### src/rtl/word_cipher_pkg.sv
// Shared key, Polybius-square type and lookup helpers for the word cipher pair.
// The square is built from SEC_KEY at elaboration time; only the lookups become logic.
package word_cipher_pkg;

    localparam int KEY_LEN = 7;
    localparam int MAX_KEY = 25;
    localparam logic [8*KEY_LEN-1:0] SEC_KEY = "KEYWORD";
    localparam logic [7:0] INVALID_CHAR = 8'h3F;

    typedef logic [24:0][7:0]      square_t;
    typedef logic [8*MAX_KEY-1:0]  key_t;

    // Key letters first (first character in the most significant byte), then the rest of A-Z; J folds onto I.
    function automatic square_t build_square(input key_t key, input int key_len);
        square_t     sq;
        logic [25:0] used;
        logic [7:0]  c;
        int          n;
        int          idx;
        sq   = '0;
        used = '0;
        n    = 0;
        for (int i = 0; i < MAX_KEY; i++) begin
            if (i < key_len) begin
                c = key[8*(key_len-1-i) +: 8];
                if (c == "J") c = "I";
                if (c >= "A" && c <= "Z") begin
                    idx = int'(c) - 65;
                    if (!used[idx[4:0]] && n < 25) begin
                        sq[n[4:0]]      = c;
                        used[idx[4:0]]  = 1'b1;
                        n++;
                    end
                end
            end
        end
        for (int k = 0; k < 26; k++) begin
            c = 8'(65 + k);
            if (c != "J" && !used[k[4:0]] && n < 25) begin
                sq[n[4:0]]  = c;
                used[k[4:0]] = 1'b1;
                n++;
            end
        end
        return sq;
    endfunction

    function automatic logic [7:0] char_to_code(input square_t sq, input logic [7:0] ch);
        logic [7:0] up;
        logic [7:0] code;
        up = ch;
        if (ch >= "a" && ch <= "z") up = ch - 8'd32;
        if (up == "J") up = "I";
        code = 8'd0;
        if (up >= "A" && up <= "Z") begin
            for (int p = 0; p < 25; p++) begin
                if (sq[p[4:0]] == up) code = 8'((p / 5 + 1) * 10 + (p % 5) + 1);
            end
        end
        return code;
    endfunction

    function automatic logic [7:0] code_to_char(input square_t sq, input logic [7:0] code);
        logic [7:0] tens;
        logic [7:0] units;
        int         pos;
        tens  = code / 8'd10;
        units = code % 8'd10;
        pos   = (int'(tens) - 1) * 5 + int'(units) - 1;
        if (tens >= 8'd1 && tens <= 8'd5 && units >= 8'd1 && units <= 8'd5)
            return sq[pos[4:0]];
        return INVALID_CHAR;
    endfunction

endpackage

### src/rtl/decryptor.sv
// Stage 2: per-code square lookup back to uppercase ASCII, '?' for unmapped codes.
module decryptor
    import word_cipher_pkg::*;
#(
    parameter int MSG_LEN = 5,
    parameter int SEC_LEN = 7
) (
    input  logic       clk,
    input  logic       rst_n,
    input  logic       in_valid,
    input  logic [7:0] text_in  [0:MSG_LEN-1],
    output logic       out_valid,
    output logic [7:0] text_out [0:MSG_LEN-1]
);

    localparam square_t SQUARE = build_square(key_t'(SEC_KEY), SEC_LEN);

    logic [7:0] letter [0:MSG_LEN-1];

    for (genvar g = 0; g < MSG_LEN; g++) begin : g_lookup
        assign letter[g] = code_to_char(SQUARE, text_in[g]);
    end

    always_ff @(posedge clk or negedge rst_n) begin
        if (!rst_n) begin
            out_valid <= 1'b0;
            for (int i = 0; i < MSG_LEN; i++) text_out[i] <= 8'd0;
        end else begin
            out_valid <= in_valid;
            if (in_valid) begin
                for (int i = 0; i < MSG_LEN; i++) text_out[i] <= letter[i];
            end
        end
    end

endmodule

### src/rtl/encryptor.sv
// Stage 1: per-character letter-to-code lookup into one register stage.
module encryptor
    import word_cipher_pkg::*;
#(
    parameter int MSG_LEN = 5,
    parameter int SEC_LEN = 7
) (
    input  logic       clk,
    input  logic       rst_n,
    input  logic       in_valid,
    input  logic [7:0] text_in  [0:MSG_LEN-1],
    output logic       out_valid,
    output logic [7:0] text_out [0:MSG_LEN-1]
);

    localparam square_t SQUARE = build_square(key_t'(SEC_KEY), SEC_LEN);

    logic [7:0] code [0:MSG_LEN-1];

    for (genvar g = 0; g < MSG_LEN; g++) begin : g_lookup
        assign code[g] = char_to_code(SQUARE, text_in[g]);
    end

    always_ff @(posedge clk or negedge rst_n) begin
        if (!rst_n) begin
            out_valid <= 1'b0;
            for (int i = 0; i < MSG_LEN; i++) text_out[i] <= 8'd0;
        end else begin
            out_valid <= in_valid;
            if (in_valid) begin
                for (int i = 0; i < MSG_LEN; i++) text_out[i] <= code[i];
            end
        end
    end

endmodule

### src/rtl/word_enc_dec.sv
// Encrypt-then-decrypt loopback: two registered stages, one message per cycle.
module word_enc_dec #(
    parameter int MSG_LEN = 5,
    parameter int SEC_LEN = 7
) (
    input  logic       clk,
    input  logic       rst_n,
    input  logic       in_valid,
    input  logic [7:0] text_in  [0:MSG_LEN-1],
    output logic       enc_valid,
    output logic [7:0] enc_text [0:MSG_LEN-1],
    output logic       dec_valid,
    output logic [7:0] dec_text [0:MSG_LEN-1]
);

    encryptor #(.MSG_LEN(MSG_LEN), .SEC_LEN(SEC_LEN)) u_encryptor (
        .clk       (clk),
        .rst_n     (rst_n),
        .in_valid  (in_valid),
        .text_in   (text_in),
        .out_valid (enc_valid),
        .text_out  (enc_text)
    );

    decryptor #(.MSG_LEN(MSG_LEN), .SEC_LEN(SEC_LEN)) u_decryptor (
        .clk       (clk),
        .rst_n     (rst_n),
        .in_valid  (enc_valid),
        .text_in   (enc_text),
        .out_valid (dec_valid),
        .text_out  (dec_text)
    );

endmodule

### config.mk
export PLATFORM = sky130hd
export DESIGN_NAME = word_enc_dec
export DESIGN_NICKNAME = d
export VERILOG_FILES = /design/src/rtl/word_cipher_pkg.sv /design/src/rtl/decryptor.sv /design/src/rtl/encryptor.sv /design/src/rtl/word_enc_dec.sv
export SDC_FILE = /design/constraint.sdc
export NUM_CORES = 1
export LEC_CHECK = 0
export BUFFER_PORTS_ARGS = -buffer_cell sky130_fd_sc_hd__buf_2
export CORE_ASPECT_RATIO = 1.5
export CORE_MARGIN = 1
export CORE_UTILIZATION = 65
export DETAILED_ROUTE_END_ITERATION = 8
export PLACE_DENSITY = 0.86
export SYNTH_ARGS = -nofsm -noshare
export SYNTH_HDL_FRONTEND = slang
export SYNTH_SLANG_ARGS = --single-unit
export TNS_END_PERCENT = 10
### constraint.sdc
create_clock -name clk -period 9 [get_ports clk]
set_clock_uncertainty 0.1 [all_clocks]
set_input_delay 0.45 -clock clk [delete_from_list [all_inputs] [get_ports clk]]
set_output_delay 0.45 -clock clk [all_outputs]
set_load 0.05 [all_outputs]
==> impl_results.html, run 1 <==
<table>
<tr><th>Metric</th><th>Value</th></tr>
<tr><th colspan="2">Outcome</th></tr>
<tr><td>Run status</td><td>completed</td></tr>
<tr><th colspan="2">Routing</th></tr>
<tr><td>Post-detailed-route count of antenna-violating nets</td><td>0</td></tr>
<tr><td>Via/cell ratio</td><td>6.12</td></tr>
<tr><td>Total Routed Length</td><td>22.2 mm</td></tr>
<tr><td>Count of routing violations after the opening detailed-route iteration</td><td>369</td></tr>
<tr><td>1st-pass router iterations</td><td>5</td></tr>
<tr><td>Number of vias in the routed layout</td><td>9132</td></tr>
<tr><td>Wire length per cell after detailed routing</td><td>14.9 um</td></tr>
<tr><td>Remaining routing DRC violations</td><td>0</td></tr>
<tr><th colspan="2">Placed design</th></tr>
<tr><td>Post-placement setup slack</td><td>2660 ps</td></tr>
<tr><td>Detailed-placement wirelength estimate</td><td>16.3 mm</td></tr>
<tr><td>Routability congestion estimate from global placement</td><td>0.896</td></tr>
<tr><td>Placed cell count</td><td>1476</td></tr>
<tr><td>Count of input and output buffers</td><td>109</td></tr>
<tr><th colspan="2">Floorplanning</th></tr>
<tr><td>Initial standard-cell utilization of the core</td><td>0.671</td></tr>
<tr><td>IO Pins</td><td>125</td></tr>
<tr><td>Die Outline Area</td><td>15100 sq um</td></tr>
<tr><td>Vertical die dimension</td><td>150 um</td></tr>
<tr><td>X dimension of the die</td><td>101 um</td></tr>
<tr><td>FP Rows</td><td>53</td></tr>
<tr><td>Area inside the core boundary</td><td>14100 sq um</td></tr>
<tr><th colspan="2">Global routing</th></tr>
<tr><td>Antenna violations before repair</td><td>0</td></tr>
<tr><td>Total global routing track utilization</td><td>0.295</td></tr>
<tr><td>Total overflow reported by the global router</td><td>0</td></tr>
<tr><td>Largest net degree at the start of global routing</td><td>68</td></tr>
<tr><td>Number of global-route vias before repair</td><td>8330</td></tr>
<tr><td>Wire length of the first global-routing pass</td><td>36.7 mm</td></tr>
<tr><th colspan="2">Worst setup path</th></tr>
<tr><td>Path type of the worst setup path</td><td>register to register</td></tr>
<tr><td>Startpoint kind of the worst setup timing path</td><td>register</td></tr>
<tr><td>Depth of the worst register-to-register path</td><td>18</td></tr>
<tr><td>Top fanout value on the critical path</td><td>14</td></tr>
<tr><td>Reg2reg start</td><td>u_encryptor.text_out[28]</td></tr>
<tr><td>Setup slack of the most critical reg-to-reg path</td><td>2620 ps</td></tr>
<tr><td>RR Endpoint</td><td>u_decryptor.text_out[24]</td></tr>
<tr><td>Kind of end point of the critical path</td><td>register</td></tr>
<tr><td>Arrival time at the worst endpoint</td><td>6540 ps</td></tr>
<tr><td>Critical Path RT</td><td>9160 ps</td></tr>
<tr><th colspan="2">CTS</th></tr>
<tr><td>Clock insertion delay at the later pin of the skew report</td><td>340 ps</td></tr>
<tr><td>Total CTS buffers</td><td>9</td></tr>
<tr><td>Master cell of the clock root buffer</td><td>sky130_fd_sc_hd__clkbuf_16</td></tr>
<tr><td>Number of buffers inserted by post-CTS setup repair</td><td>0</td></tr>
<tr><td>Clock buffer depth</td><td>2</td></tr>
<tr><td>Deepest level of the CTS H-tree</td><td>3</td></tr>
<tr><td>Post-CTS sizing</td><td>0</td></tr>
<tr><td>Hold buffer count at CTS</td><td>0</td></tr>
<tr><td>Clock Sinks</td><td>67</td></tr>
<tr><td>CTS tree</td><td>yes</td></tr>
<tr><td>Clock transition time at the flip-flop clock pins of the worst setup and hold paths</td><td>60 ps</td></tr>
<tr><th colspan="2">Logic synthesis</th></tr>
<tr><td>Top cell type's share of synthesized area</td><td>0.177</td></tr>
<tr><td>Post-synthesis async set-or-reset flop share</td><td>1.00</td></tr>
<tr><td>Largest cells by area after synthesis</td><td>sky130_fd_sc_hd__dfrtp_1, sky130_fd_sc_hd__ha_1, sky130_fd_sc_hd__o21ai_0</td></tr>
<tr><td>Basic-gate share of the synthesized area counting and, or, nand and nor cells</td><td>0.197</td></tr>
<tr><td>Cell count after synthesis</td><td>1264</td></tr>
<tr><td>Mux share of post-synthesis cell area</td><td>0.0337</td></tr>
<tr><td>Register bit total from synthesis</td><td>67</td></tr>
<tr><td>Combined area of all synthesized cells</td><td>9470 sq um</td></tr>
<tr><td>Synth Area in Adders</td><td>0.151</td></tr>
<tr><td>XOR/XNOR share of the synthesized area</td><td>0.0511</td></tr>
<tr><td>Main synth FF type</td><td>sky130_fd_sc_hd__dfrtp_1</td></tr>
<tr><td>Count of flip-flops with a built-in enable after synthesis</td><td>0</td></tr>
<tr><td>Part of the Yosys area used for sequential elements</td><td>0.177</td></tr>
<tr><td>Number of warnings issued by yosys</td><td>0</td></tr>
<tr><td>Yosys top cell by area</td><td>sky130_fd_sc_hd__dfrtp_1</td></tr>
<tr><td>Main combinational cell family by area after synthesis</td><td>compound AO/OA/AOI/OAI gates</td></tr>
<tr><td>Post-synthesis cell type count</td><td>94</td></tr>
<tr><td>Fraction of the mapped netlist area in compound gates</td><td>0.286</td></tr>
<tr><td>Average cell area after synthesis</td><td>7.49 sq um</td></tr>
<tr><th colspan="2">Finish</th></tr>
<tr><td>Final #Nets</td><td>1440</td></tr>
<tr><td>Final std cells w/o fill</td><td>1492</td></tr>
<tr><td>Fraction of layout instances using a drive strength above 1</td><td>0.122</td></tr>
<tr><td>Layout area overhead</td><td>7.38%</td></tr>
<tr><td>Post-route core utilization</td><td>0.720</td></tr>
<tr><td>Number of diodes added for antenna fixing</td><td>0</td></tr>
<tr><th colspan="2">Power</th></tr>
<tr><td>Max rail drop VDD</td><td>0.167 mV</td></tr>
<tr><td>Leakage power</td><td>0.00439 uW</td></tr>
<tr><td>Power density relative to cell area</td><td>263 nW/um^2</td></tr>
<tr><th colspan="2">Timing</th></tr>
<tr><td>Number of hold-slack violations in the final timing report</td><td>0</td></tr>
<tr><td>Fin crit share</td><td>0.709</td></tr>
<tr><td>Max Clock Freq</td><td>157 MHz</td></tr>
<tr><td>Unrepaired setup endpoints after global routing</td><td>false</td></tr>
<tr><td>Pin slew with the least headroom to its limit</td><td>1040 ps</td></tr>
<tr><td>Minimum clock period</td><td>6380 ps</td></tr>
<tr><td>Total count of max-transition violations in the final report</td><td>0</td></tr>
<tr><td>Setup Total Neg Slack</td><td>0 ps</td></tr>
<tr><td>Finish-stage setup viols</td><td>0</td></tr>
<tr><td>Least setup slack across all paths after layout</td><td>2620 ps</td></tr>
<tr><td>Worst slew margin relative to its limit</td><td>0.303</td></tr>
<tr><th colspan="2">Run</th></tr>
<tr><td>Max Cap Viol</td><td>0</td></tr>
<tr><th colspan="2">Worst hold path</th></tr>
<tr><td>Kind of path behind the tightest hold check</td><td>primary input to async pin</td></tr>
</table>
-- cells in the mapped netlist, drive strengths merged, types with 20 or more instances --
cell type and n:
mux2i 27, nor2b 31, o21ai 118, o22ai 24, nand2 66, fa 20, dfrtp 67, nor2 116
ha 82, clkbuf 61, buf 44, a21oi 113, inv 124, nand2b 30, xnor2 44, nor3 26
a31oi 21
-- worst max-delay path by stage --
stage,from,to,slack (ps),depth (start not counted)
final,u_encryptor.text_out[28],u_decryptor.text_out[24],2620,18
after global routing,u_encryptor.text_out[28],u_decryptor.text_out[24],2260,18
after CTS,u_encryptor.text_out[28],u_decryptor.text_out[24],2640,18
after detailed placement,u_encryptor.text_out[28],u_decryptor.text_out[24],2660,18
after global placement,u_encryptor.text_out[28],u_decryptor.text_out[24],2850,18
after floorplan,u_encryptor.text_out[25],u_decryptor.text_out[27],3250,20
-- logic make-up after synthesis --
group | after synthesis
and+or+nand+nor | 361
AOI/OAI and AO/OA | 419
adders and majority gates | 102
other | 1
muxes | 31
xor gates and xnor gates | 52
buffers and inverters | 231
DFF | 67
-- worst max-delay path, cell delays in order (launching register included) --
cell	delay (ps)
sky130_fd_sc_hd__dfrtp_1	570
sky130_fd_sc_hd__inv_1	160
sky130_fd_sc_hd__o311a_1	390
sky130_fd_sc_hd__a311oi_2	610
sky130_fd_sc_hd__inv_2	130
sky130_fd_sc_hd__ha_1	240
sky130_fd_sc_hd__ha_1	310
sky130_fd_sc_hd__inv_1	50
sky130_fd_sc_hd__ha_1	270
sky130_fd_sc_hd__ha_1	300
sky130_fd_sc_hd__fa_1	460
sky130_fd_sc_hd__ha_1	220
sky130_fd_sc_hd__fa_1	380
sky130_fd_sc_hd__xnor2_1	200
sky130_fd_sc_hd__xnor3_1	460
sky130_fd_sc_hd__xnor2_1	760
sky130_fd_sc_hd__mux2i_1	160
sky130_fd_sc_hd__a221o_1	370
sky130_fd_sc_hd__a31oi_1	160
-- power by group --
part / leakage (uW) / internal [uW] / switching (uW) / total [uW]
sequential: 0.000771 / 339 / 47.5 / 387
clock: 0.000173 / 279 / 140 / 419
combinational: 0.00345 / 760 / 1110 / 1870
total: 0.00439 / 1380 / 1300 / 2680
-- cells in the final DEF, fill, tap and decap left out, drive strengths merged, types with 6 or more instances in the layout --
| cell type | n |
|---|---|
| conb | 15 |
| and2 | 6 |
| ha | 82 |
| o22a | 8 |
| o211ai | 11 |
| nand2 | 66 |
| nor3b | 15 |
| dfrtp | 67 |
| buf | 111 |
| nand2b | 30 |
| o21ai | 118 |
| or3 | 9 |
| nor3 | 26 |
| nand3b | 11 |
| xor2 | 7 |
| xnor2 | 44 |
| mux2i | 27 |
| nand3 | 16 |
| a221oi | 11 |
| a22oi | 7 |
| a211oi | 10 |
| o22ai | 24 |
| nor2 | 116 |
| o21a | 7 |
| o221ai | 7 |
| clkbuf | 10 |
| a21oi | 113 |
| a221o | 6 |
| fa | 20 |
| inv | 124 |
| a31oi | 21 |
| nor2b | 31 |
| a21o | 7 |
| o2111ai | 7 |
-- metrics by stage --
step                      hold WS [ps]  total power (uW)  area [sq um]
final                              130              2680         10200
after global routing               214              2890         10200
after CTS                          172              2680         10200
after detailed placement           375              2250          9820
after global placement             358              2190          9820
after floorplan                   54.4              1950          9530
-- flip-flops by register name, indices dropped and copies added (netlist names) --
name                   count
u_decryptor.out_valid      1
u_decryptor.text_out      35
u_encryptor.out_valid      1
u_encryptor.text_out      30
-- cell type report --
| type | instances | area, sq um |
|---|---|---|
| tap | 192 | 240 |
| timing repair buffer | 111 | 563 |
| sequential | 67 | 1680 |
| clock inverter | 6 | 113 |
| multi-input combinational | 980 | 6870 |
| inverter | 126 | 473 |
| clock buffer | 10 | 239 |
| fill | 1190 | 3950 |
-- per-layer routing --
metal	track usage	wire length, um	up-vias
li1	-	-	4513
met1	0.320	8860	4331
met2	0.575	12000	255
met3	0.0425	984	33
met4	0.0957	410	0
met5	0	0	-
(Power assumes the default switching activity.)
==> run 2: changes to the inputs <==
CORE_UTILIZATION = 55   (was 65)
PLACE_DENSITY = 0.78   (was 0.86)
clock period = 5.3 ns   (was 9 ns; I/O delays follow)
==> impl_results.html, run 2 (same netlist as run 1, synthesis figures left out) <==
<table>
<tr><th>Metric</th><th>Value</th></tr>
<tr><th colspan="2">Worst setup path</th></tr>
<tr><td>Setup slack of the most critical reg-to-reg path</td><td>100 ps</td></tr>
<tr><td>RR Endpoint</td><td>u_decryptor.text_out[19]</td></tr>
<tr><td>Path type of the worst setup path</td><td>register to register</td></tr>
<tr><td>Kind of end point of the critical path</td><td>register</td></tr>
<tr><td>Most Frequent Cell on Critical Path</td><td>sky130_fd_sc_hd__ha_1</td></tr>
<tr><td>Top fanout value on the critical path</td><td>16</td></tr>
<tr><td>Ordered list of cells on the worst path</td><td>buf_4 &gt; nand3b_1 &gt; nor2_1 &gt; nor3_2 &gt; inv_1 &gt; ha_1 &gt; ha_1 &gt; inv_1 &gt; ha_1 &gt; ha_1 &gt; fa_1 &gt; ha_1 &gt; fa_2 &gt; xor2_1 &gt; xnor2_1 &gt; xnor2_2 &gt; or4_1 &gt; o2111a_1 &gt; o311a_1 &gt; o22a_1</td></tr>
<tr><td>Reg2reg start</td><td>u_encryptor.text_out[19]</td></tr>
<tr><td>Arrival time at the worst endpoint</td><td>5320 ps</td></tr>
<tr><td>Critical Path RT</td><td>5420 ps</td></tr>
<tr><td>Worst path slowest cell</td><td>sky130_fd_sc_hd__or4_1</td></tr>
<tr><td>Depth of the worst register-to-register path</td><td>20</td></tr>
<tr><td>Crit-path max cell delay</td><td>540 ps</td></tr>
<tr><td>Startpoint kind of the worst setup timing path</td><td>register</td></tr>
<tr><th colspan="2">CTS</th></tr>
<tr><td>Deepest level of the CTS H-tree</td><td>3</td></tr>
<tr><td>Clock Sinks</td><td>67</td></tr>
<tr><td>Master cell of the clock root buffer</td><td>sky130_fd_sc_hd__clkbuf_16</td></tr>
<tr><td>Total CTS buffers</td><td>9</td></tr>
<tr><td>Clock transition time at the flip-flop clock pins of the worst setup and hold paths</td><td>60 ps</td></tr>
<tr><td>Clock buffer depth</td><td>2</td></tr>
<tr><td>CTS tree</td><td>yes</td></tr>
<tr><td>Clock insertion delay at the later pin of the skew report</td><td>330 ps</td></tr>
<tr><th colspan="2">Global routing</th></tr>
<tr><td>Total global routing track utilization</td><td>0.257</td></tr>
<tr><td>Antenna violations before repair</td><td>0</td></tr>
<tr><td>Number of global-route vias before repair</td><td>8368</td></tr>
<tr><td>Largest net degree at the start of global routing</td><td>68</td></tr>
<tr><td>Total overflow reported by the global router</td><td>0</td></tr>
<tr><td>Wire length of the first global-routing pass</td><td>37.5 mm</td></tr>
<tr><th colspan="2">Finish</th></tr>
<tr><td>Fill cell count</td><td>1500</td></tr>
<tr><td>Number of flip-flops under the largest register name</td><td>35</td></tr>
<tr><td>Top library cells by usage in the layout, fill and taps aside</td><td>sky130_fd_sc_hd__inv_1, sky130_fd_sc_hd__o21ai_0, sky130_fd_sc_hd__nor2_1</td></tr>
<tr><td>Register ranked first by flip-flop count</td><td>u_decryptor.text_out</td></tr>
<tr><td>Number of diodes added for antenna fixing</td><td>0</td></tr>
<tr><td>Final #Nets</td><td>1498</td></tr>
<tr><td>Leading cell type in the layout, fill and taps excluded</td><td>sky130_fd_sc_hd__inv_1</td></tr>
<tr><td>Fraction of layout instances using a drive strength above 1</td><td>0.183</td></tr>
<tr><td>Post-route core utilization</td><td>0.640</td></tr>
<tr><td>Layout area overhead</td><td>13.7%</td></tr>
<tr><td>Registers with the most flip-flops</td><td>u_decryptor.text_out (35), u_encryptor.text_out (30)</td></tr>
<tr><th colspan="2">Timing</th></tr>
<tr><td>Pin slew with the least headroom to its limit</td><td>881 ps</td></tr>
<tr><td>Max Clock Freq</td><td>192 MHz</td></tr>
<tr><td>Least setup slack across all paths after layout</td><td>98.9 ps</td></tr>
<tr><td>Worst slew margin relative to its limit</td><td>0.413</td></tr>
<tr><td>Number of hold-slack violations in the final timing report</td><td>0</td></tr>
<tr><td>Final worst hold slack</td><td>187 ps</td></tr>
<tr><td>Unrepaired setup endpoints after global routing</td><td>true</td></tr>
<tr><td>Minimum clock period</td><td>5200 ps</td></tr>
<tr><td>Fin crit share</td><td>0.981</td></tr>
<tr><td>Setup Total Neg Slack</td><td>0 ps</td></tr>
<tr><td>Finish-stage setup viols</td><td>0</td></tr>
<tr><td>Total count of max-transition violations in the final report</td><td>0</td></tr>
<tr><th colspan="2">Routing</th></tr>
<tr><td>Post-detailed-route count of antenna-violating nets</td><td>0</td></tr>
<tr><td>Count of routing violations after the opening detailed-route iteration</td><td>534</td></tr>
<tr><td>Wire length per cell after detailed routing</td><td>14.8 um</td></tr>
<tr><td>Total Routed Length</td><td>23.3 mm</td></tr>
<tr><td>Via/cell ratio</td><td>5.94</td></tr>
<tr><td>Number of vias in the routed layout</td><td>9312</td></tr>
<tr><td>1st-pass router iterations</td><td>5</td></tr>
<tr><td>Remaining routing DRC violations</td><td>0</td></tr>
<tr><th colspan="2">Worst hold path</th></tr>
<tr><td>Kind of path behind the tightest hold check</td><td>primary input to register</td></tr>
<tr><td>Hold Path Sink</td><td>u_encryptor.text_out[19]</td></tr>
<tr><td>Worst Min Path Start</td><td>text_in[23]</td></tr>
<tr><td>Hold-critical path depth</td><td>4</td></tr>
<tr><th colspan="2">Run</th></tr>
<tr><td>Max Cap Viol</td><td>0</td></tr>
<tr><th colspan="2">Floorplanning</th></tr>
<tr><td>Initial standard-cell utilization of the core</td><td>0.563</td></tr>
<tr><td>X dimension of the die</td><td>109 um</td></tr>
<tr><td>Die Outline Area</td><td>17800 sq um</td></tr>
<tr><td>Area inside the core boundary</td><td>16800 sq um</td></tr>
<tr><td>FP Rows</td><td>58</td></tr>
<tr><td>Vertical die dimension</td><td>163 um</td></tr>
<tr><td>IO Pins</td><td>125</td></tr>
<tr><th colspan="2">Placed design</th></tr>
<tr><td>Detailed-placement wirelength estimate</td><td>17.2 mm</td></tr>
<tr><td>Post-placement setup slack</td><td>-31.5 ps</td></tr>
<tr><td>Routability congestion estimate from global placement</td><td>0.905</td></tr>
<tr><td>Count of input and output buffers</td><td>109</td></tr>
<tr><th colspan="2">Power</th></tr>
<tr><td>Max rail drop VDD</td><td>0.479 mV</td></tr>
<tr><td>Power density relative to cell area</td><td>439 nW/um^2</td></tr>
<tr><td>Clock power share</td><td>0.135</td></tr>
<tr><td>Share of total power consumed by net switching</td><td>0.477</td></tr>
<tr><td>Total design power</td><td>4730 uW</td></tr>
<tr><td>Share of power burned in combinational logic</td><td>0.731</td></tr>
<tr><td>Cell internal power dissipation</td><td>2480 uW</td></tr>
<tr><td>Reg power frac</td><td>0.135</td></tr>
<tr><td>Leakage power</td><td>0.00467 uW</td></tr>
<tr><td>Net switching component of the power</td><td>2250 uW</td></tr>
<tr><th colspan="2">Outcome</th></tr>
<tr><td>Run status</td><td>completed</td></tr>
</table>
-- run 2: changes by cell type in the layout (fill, tap and decap cells not counted), moves of 2 or more --
cell	delta
sky130_fd_sc_hd__inv_2	+3
sky130_fd_sc_hd__xnor2_2	+4
sky130_fd_sc_hd__ha_4	+4
sky130_fd_sc_hd__dfrtp_2	+12
sky130_fd_sc_hd__buf_4	+55
sky130_fd_sc_hd__ha_1	-5
sky130_fd_sc_hd__dfrtp_1	-12
sky130_fd_sc_hd__xnor2_1	-4
sky130_fd_sc_hd__inv_1	-3
sky130_fd_sc_hd__buf_6	+2
sky130_fd_sc_hd__nand2b_1	-2
-- run 2: final cells by class --
cell class,count,area [sq um],share of cell area
sequential,67,1690,0.157
inverter,126,473,0.0439
clock buffer,10,229,0.0213
clock inverter,5,78.8,0.00732
tap,210,263,0.0244
timing repair buffer,169,1010,0.0937
multi-input combinational,980,7020,0.652
-- run 2: metal layers --
metal,part of all wire,wire (um),vias to the layer above,global-route usage
met5,0,0,-,0
met4,0.026,610,0,0.0903
met3,0.031,713,43,0.0268
met2,0.53,12400,223,0.481
met1,0.41,9550,4410,0.294
li1,-,-,4636,-
-- run 2: timing repair --
action,in CTS,in global routing
endpoints found under the setup margin,3,18
endpoints found under the hold margin,31,0
buffers inserted,0,14
gates resized for setup,1,26
pin swaps,0,21
hold buffers,1,0
-- run 2: how the worst max path moves through the flow --
stage / from / endpoint / slack, ps / depth (start not counted)
floorplan: u_encryptor.text_out[12] / u_decryptor.text_out[11] / -70 / 22
global placement: u_encryptor.text_out[19] / u_decryptor.text_out[19] / 100 / 21
detailed placement: u_encryptor.text_out[19] / u_decryptor.text_out[19] / -30 / 21
CTS: u_encryptor.text_out[19] / u_decryptor.text_out[19] / 20 / 21
global route: u_encryptor.text_out[19] / u_decryptor.text_out[19] / -100 / 20
finish: u_encryptor.text_out[19] / u_decryptor.text_out[19] / 100 / 20
-- run 2: worst max-delay path, delay by kind of cell (launching register included) --
kind	cells	cell delay, ps
fa+ha+maj	7	2130
flops	1	410
simple gates	4	1130
compound gates	3	380
buf+inv	3	340
xor+xnor	3	590
-- run 2: stage by stage --
step / instances / area (sq um)
after floorplan: 1278 / 9580
after global placement: 1537 / 10200
after detailed placement: 1537 / 10200
after CTS: 1553 / 10500
after global routing: 1567 / 10800
final: 1567 / 10800
-- run 2: power by group through the flow --
stage,combinational [uW],clock (uW),sequential [uW]
detailed placement,3280,0,642
CTS,3300,650,633
global placement,3200,0,640
global route,3840,673,645
floorplan,2470,0,857
finish,3450,638,636
==> run 3: changes to the inputs <==
GPL_TIMING_DRIVEN = 0   (was not set)
==> impl_results.html, run 3 (same netlist as run 1, synthesis figures left out) <==
<table>
<tr><th>Metric</th><th>Value</th></tr>
<tr><th colspan="2">Outcome</th></tr>
<tr><td>Run status</td><td>completed</td></tr>
<tr><th colspan="2">Finish</th></tr>
<tr><td>Fill cell count</td><td>1438</td></tr>
<tr><td>Leading cell type in the layout, fill and taps excluded</td><td>sky130_fd_sc_hd__inv_1</td></tr>
<tr><td>Register ranked first by flip-flop count</td><td>u_decryptor.text_out</td></tr>
<tr><td>Final std cells w/o fill</td><td>1638</td></tr>
<tr><td>Fraction of layout instances using a drive strength above 1</td><td>0.200</td></tr>
<tr><td>Registers with the most flip-flops</td><td>u_decryptor.text_out (35), u_encryptor.text_out (30)</td></tr>
<tr><td>Number of diodes added for antenna fixing</td><td>0</td></tr>
<tr><td>Number of flip-flops under the largest register name</td><td>35</td></tr>
<tr><td>Top library cells by usage in the layout, fill and taps aside</td><td>sky130_fd_sc_hd__inv_1, sky130_fd_sc_hd__o21ai_0, sky130_fd_sc_hd__buf_2</td></tr>
<tr><td>Final #Nets</td><td>1568</td></tr>
<tr><td>Layout area overhead</td><td>19.1%</td></tr>
<tr><th colspan="2">Worst hold path</th></tr>
<tr><td>Kind of path behind the tightest hold check</td><td>primary input to register</td></tr>
<tr><td>Hold-critical path depth</td><td>4</td></tr>
<tr><td>Hold Path Sink</td><td>u_encryptor.text_out[19]</td></tr>
<tr><td>Worst Min Path Start</td><td>text_in[23]</td></tr>
<tr><th colspan="2">Power</th></tr>
<tr><td>Total design power</td><td>5020 uW</td></tr>
<tr><td>Power density relative to cell area</td><td>445 nW/um^2</td></tr>
<tr><td>Max rail drop VDD</td><td>0.677 mV</td></tr>
<tr><td>Leakage power</td><td>0.00486 uW</td></tr>
<tr><th colspan="2">Timing</th></tr>
<tr><td>Minimum clock period</td><td>5180 ps</td></tr>
<tr><td>Worst slew margin relative to its limit</td><td>0.403</td></tr>
<tr><td>Setup Total Neg Slack</td><td>0 ps</td></tr>
<tr><td>Total count of max-transition violations in the final report</td><td>0</td></tr>
<tr><td>Number of hold-slack violations in the final timing report</td><td>0</td></tr>
<tr><td>Final worst hold slack</td><td>197 ps</td></tr>
<tr><td>Finish-stage setup viols</td><td>0</td></tr>
<tr><td>Fin crit share</td><td>0.978</td></tr>
<tr><td>Unrepaired setup endpoints after global routing</td><td>true</td></tr>
<tr><td>Pin slew with the least headroom to its limit</td><td>896 ps</td></tr>
<tr><td>Max Clock Freq</td><td>193 MHz</td></tr>
<tr><th colspan="2">Worst setup path</th></tr>
<tr><td>Reg2reg start</td><td>u_encryptor.text_out[12]</td></tr>
<tr><td>Arrival time at the worst endpoint</td><td>5360 ps</td></tr>
<tr><td>Depth of the worst register-to-register path</td><td>23</td></tr>
<tr><td>Kind of end point of the critical path</td><td>register</td></tr>
<tr><td>Path type of the worst setup path</td><td>register to register</td></tr>
<tr><td>Startpoint kind of the worst setup timing path</td><td>register</td></tr>
<tr><td>RR Endpoint</td><td>u_decryptor.text_out[10]</td></tr>
<tr><td>Critical Path RT</td><td>5480 ps</td></tr>
<tr><td>Top fanout value on the critical path</td><td>8</td></tr>
<tr><td>Setup slack of the most critical reg-to-reg path</td><td>120 ps</td></tr>
<tr><th colspan="2">Placed design</th></tr>
<tr><td>Detailed-placement wirelength estimate</td><td>19.0 mm</td></tr>
<tr><td>Count of input and output buffers</td><td>99</td></tr>
<tr><td>Placed cell count</td><td>1587</td></tr>
<tr><td>Routability congestion estimate from global placement</td><td>0.957</td></tr>
<tr><th colspan="2">CTS</th></tr>
<tr><td>Deepest level of the CTS H-tree</td><td>3</td></tr>
<tr><td>Clock buffer depth</td><td>2</td></tr>
<tr><td>Clock insertion delay at the later pin of the skew report</td><td>340 ps</td></tr>
<tr><td>Master cell of the clock root buffer</td><td>sky130_fd_sc_hd__clkbuf_16</td></tr>
<tr><td>Total CTS buffers</td><td>9</td></tr>
<tr><td>Clock Sinks</td><td>67</td></tr>
<tr><td>Clock transition time at the flip-flop clock pins of the worst setup and hold paths</td><td>60 ps</td></tr>
<tr><td>CTS tree</td><td>yes</td></tr>
<tr><th colspan="2">Floorplanning</th></tr>
<tr><td>FP Rows</td><td>58</td></tr>
<tr><td>Initial standard-cell utilization of the core</td><td>0.563</td></tr>
<tr><td>Die Outline Area</td><td>17800 sq um</td></tr>
<tr><td>IO Pins</td><td>125</td></tr>
<tr><td>Vertical die dimension</td><td>163 um</td></tr>
<tr><td>Area inside the core boundary</td><td>16800 sq um</td></tr>
<tr><td>X dimension of the die</td><td>109 um</td></tr>
<tr><th colspan="2">Routing</th></tr>
<tr><td>Number of vias in the routed layout</td><td>9867</td></tr>
<tr><td>Wire length per cell after detailed routing</td><td>15.7 um</td></tr>
<tr><td>Count of routing violations after the opening detailed-route iteration</td><td>540</td></tr>
<tr><td>Via/cell ratio</td><td>6.02</td></tr>
<tr><td>Post-detailed-route count of antenna-violating nets</td><td>0</td></tr>
<tr><td>1st-pass router iterations</td><td>6</td></tr>
<tr><td>Remaining routing DRC violations</td><td>0</td></tr>
<tr><td>Total Routed Length</td><td>25.7 mm</td></tr>
<tr><th colspan="2">Global routing</th></tr>
<tr><td>Total global routing track utilization</td><td>0.284</td></tr>
<tr><td>Largest net degree at the start of global routing</td><td>68</td></tr>
<tr><td>Number of global-route vias before repair</td><td>9088</td></tr>
<tr><td>Total overflow reported by the global router</td><td>0</td></tr>
<tr><td>Wire length of the first global-routing pass</td><td>41.0 mm</td></tr>
<tr><td>Antenna violations before repair</td><td>0</td></tr>
<tr><th colspan="2">Run</th></tr>
<tr><td>Max Cap Viol</td><td>0</td></tr>
</table>
run 3: cell count changes in the layout (fill, tap and decap cells not counted), sizes merged:
cell,change
clkinvlp,+3
clkbuf,+62
clkinv,-3
bufinv,-1
inv,+1
buf,+7
dlymetal6s2s,+1
dlygate4sd3,+1
run 3: layer usage:
layer / vias up / wire [um] / track usage
met3: 76 / 1130 / 0.0348
met5: - / 0 / 0
met4: 0 / 1010 / 0.143
met1: 4673 / 9940 / 0.310
met2: 328 / 13600 / 0.524
li1: 4790 / - / -
run 3: power by group:
| part | switching, uW | internal [uW] | total [uW] | leakage, uW |
|---|---|---|---|---|
| clock network | 244 | 379 | 623 | 0.000138 |
| registers | 53.6 | 578 | 631 | 0.000753 |
| logic | 2110 | 1660 | 3770 | 0.00397 |
run 3: critical path: stages, from the launching register on:
cell,delay (ps)
sky130_fd_sc_hd__dfrtp_2,450
sky130_fd_sc_hd__buf_6,160
sky130_fd_sc_hd__inv_6,70
sky130_fd_sc_hd__ha_4,220
sky130_fd_sc_hd__and2_1,190
sky130_fd_sc_hd__a221oi_2,220
sky130_fd_sc_hd__o211ai_1,160
sky130_fd_sc_hd__buf_4,170
sky130_fd_sc_hd__inv_1,100
sky130_fd_sc_hd__ha_2,200
sky130_fd_sc_hd__ha_4,200
sky130_fd_sc_hd__inv_1,80
sky130_fd_sc_hd__ha_4,200
sky130_fd_sc_hd__ha_4,260
sky130_fd_sc_hd__fa_1,420
sky130_fd_sc_hd__ha_2,210
sky130_fd_sc_hd__fa_2,420
sky130_fd_sc_hd__xnor2_4,160
sky130_fd_sc_hd__xnor2_2,150
sky130_fd_sc_hd__xnor2_2,160
sky130_fd_sc_hd__xnor2_2,240
sky130_fd_sc_hd__buf_4,180
sky130_fd_sc_hd__mux2i_2,230
sky130_fd_sc_hd__o22a_1,170
run 3: repair_timing:
action,4_1_cts,5_1_grt
pin swaps,17,38
resized for setup,25,57
hold buffers,2,0
endpoints found under the hold margin,27,0
cloned,0,0
setup endpoints to repair,24,25
setup buffers,14,21
run 3: how the worst max path moves through the flow:
| stage | slack [ps] | start | depth (start not counted) | to |
|---|---|---|---|---|
| after detailed placement | -460 | u_encryptor.text_out[12] | 22 | u_decryptor.text_out[11] |
| after global placement | -340 | u_encryptor.text_out[12] | 21 | u_decryptor.text_out[11] |
| final | 120 | u_encryptor.text_out[12] | 23 | u_decryptor.text_out[10] |
| after CTS | -60 | u_encryptor.text_out[20] | 22 | u_decryptor.text_out[19] |
| after global routing | -80 | u_encryptor.text_out[12] | 23 | u_decryptor.text_out[10] |
| after floorplan | -70 | u_encryptor.text_out[12] | 22 | u_decryptor.text_out[11] |
run 3: cell type report:
class / count / area, sq um / share of cell area
repair buffers: 136 / 790 / 0.0700
multi-input cells: 980 / 7210 / 0.639
flip-flops and latches: 67 / 1690 / 0.150
inverters: 126 / 483 / 0.0428
well taps: 210 / 263 / 0.0233
clock inverters: 5 / 61.3 / 0.00544
plain buffers: 103 / 537 / 0.0476
clock buffers: 11 / 243 / 0.0215
run 3: per-stage QoR:
stage / instance area (sq um) / util / setup WS, ps
floorplan: 9580 / - / -73.8
global route: 11300 / 0.670 / -80.4
finish: 11300 / 0.670 / 115
global placement: 10300 / 0.614 / -339
CTS: 10900 / 0.648 / -63.5
detailed placement: 10300 / 0.614 / -455
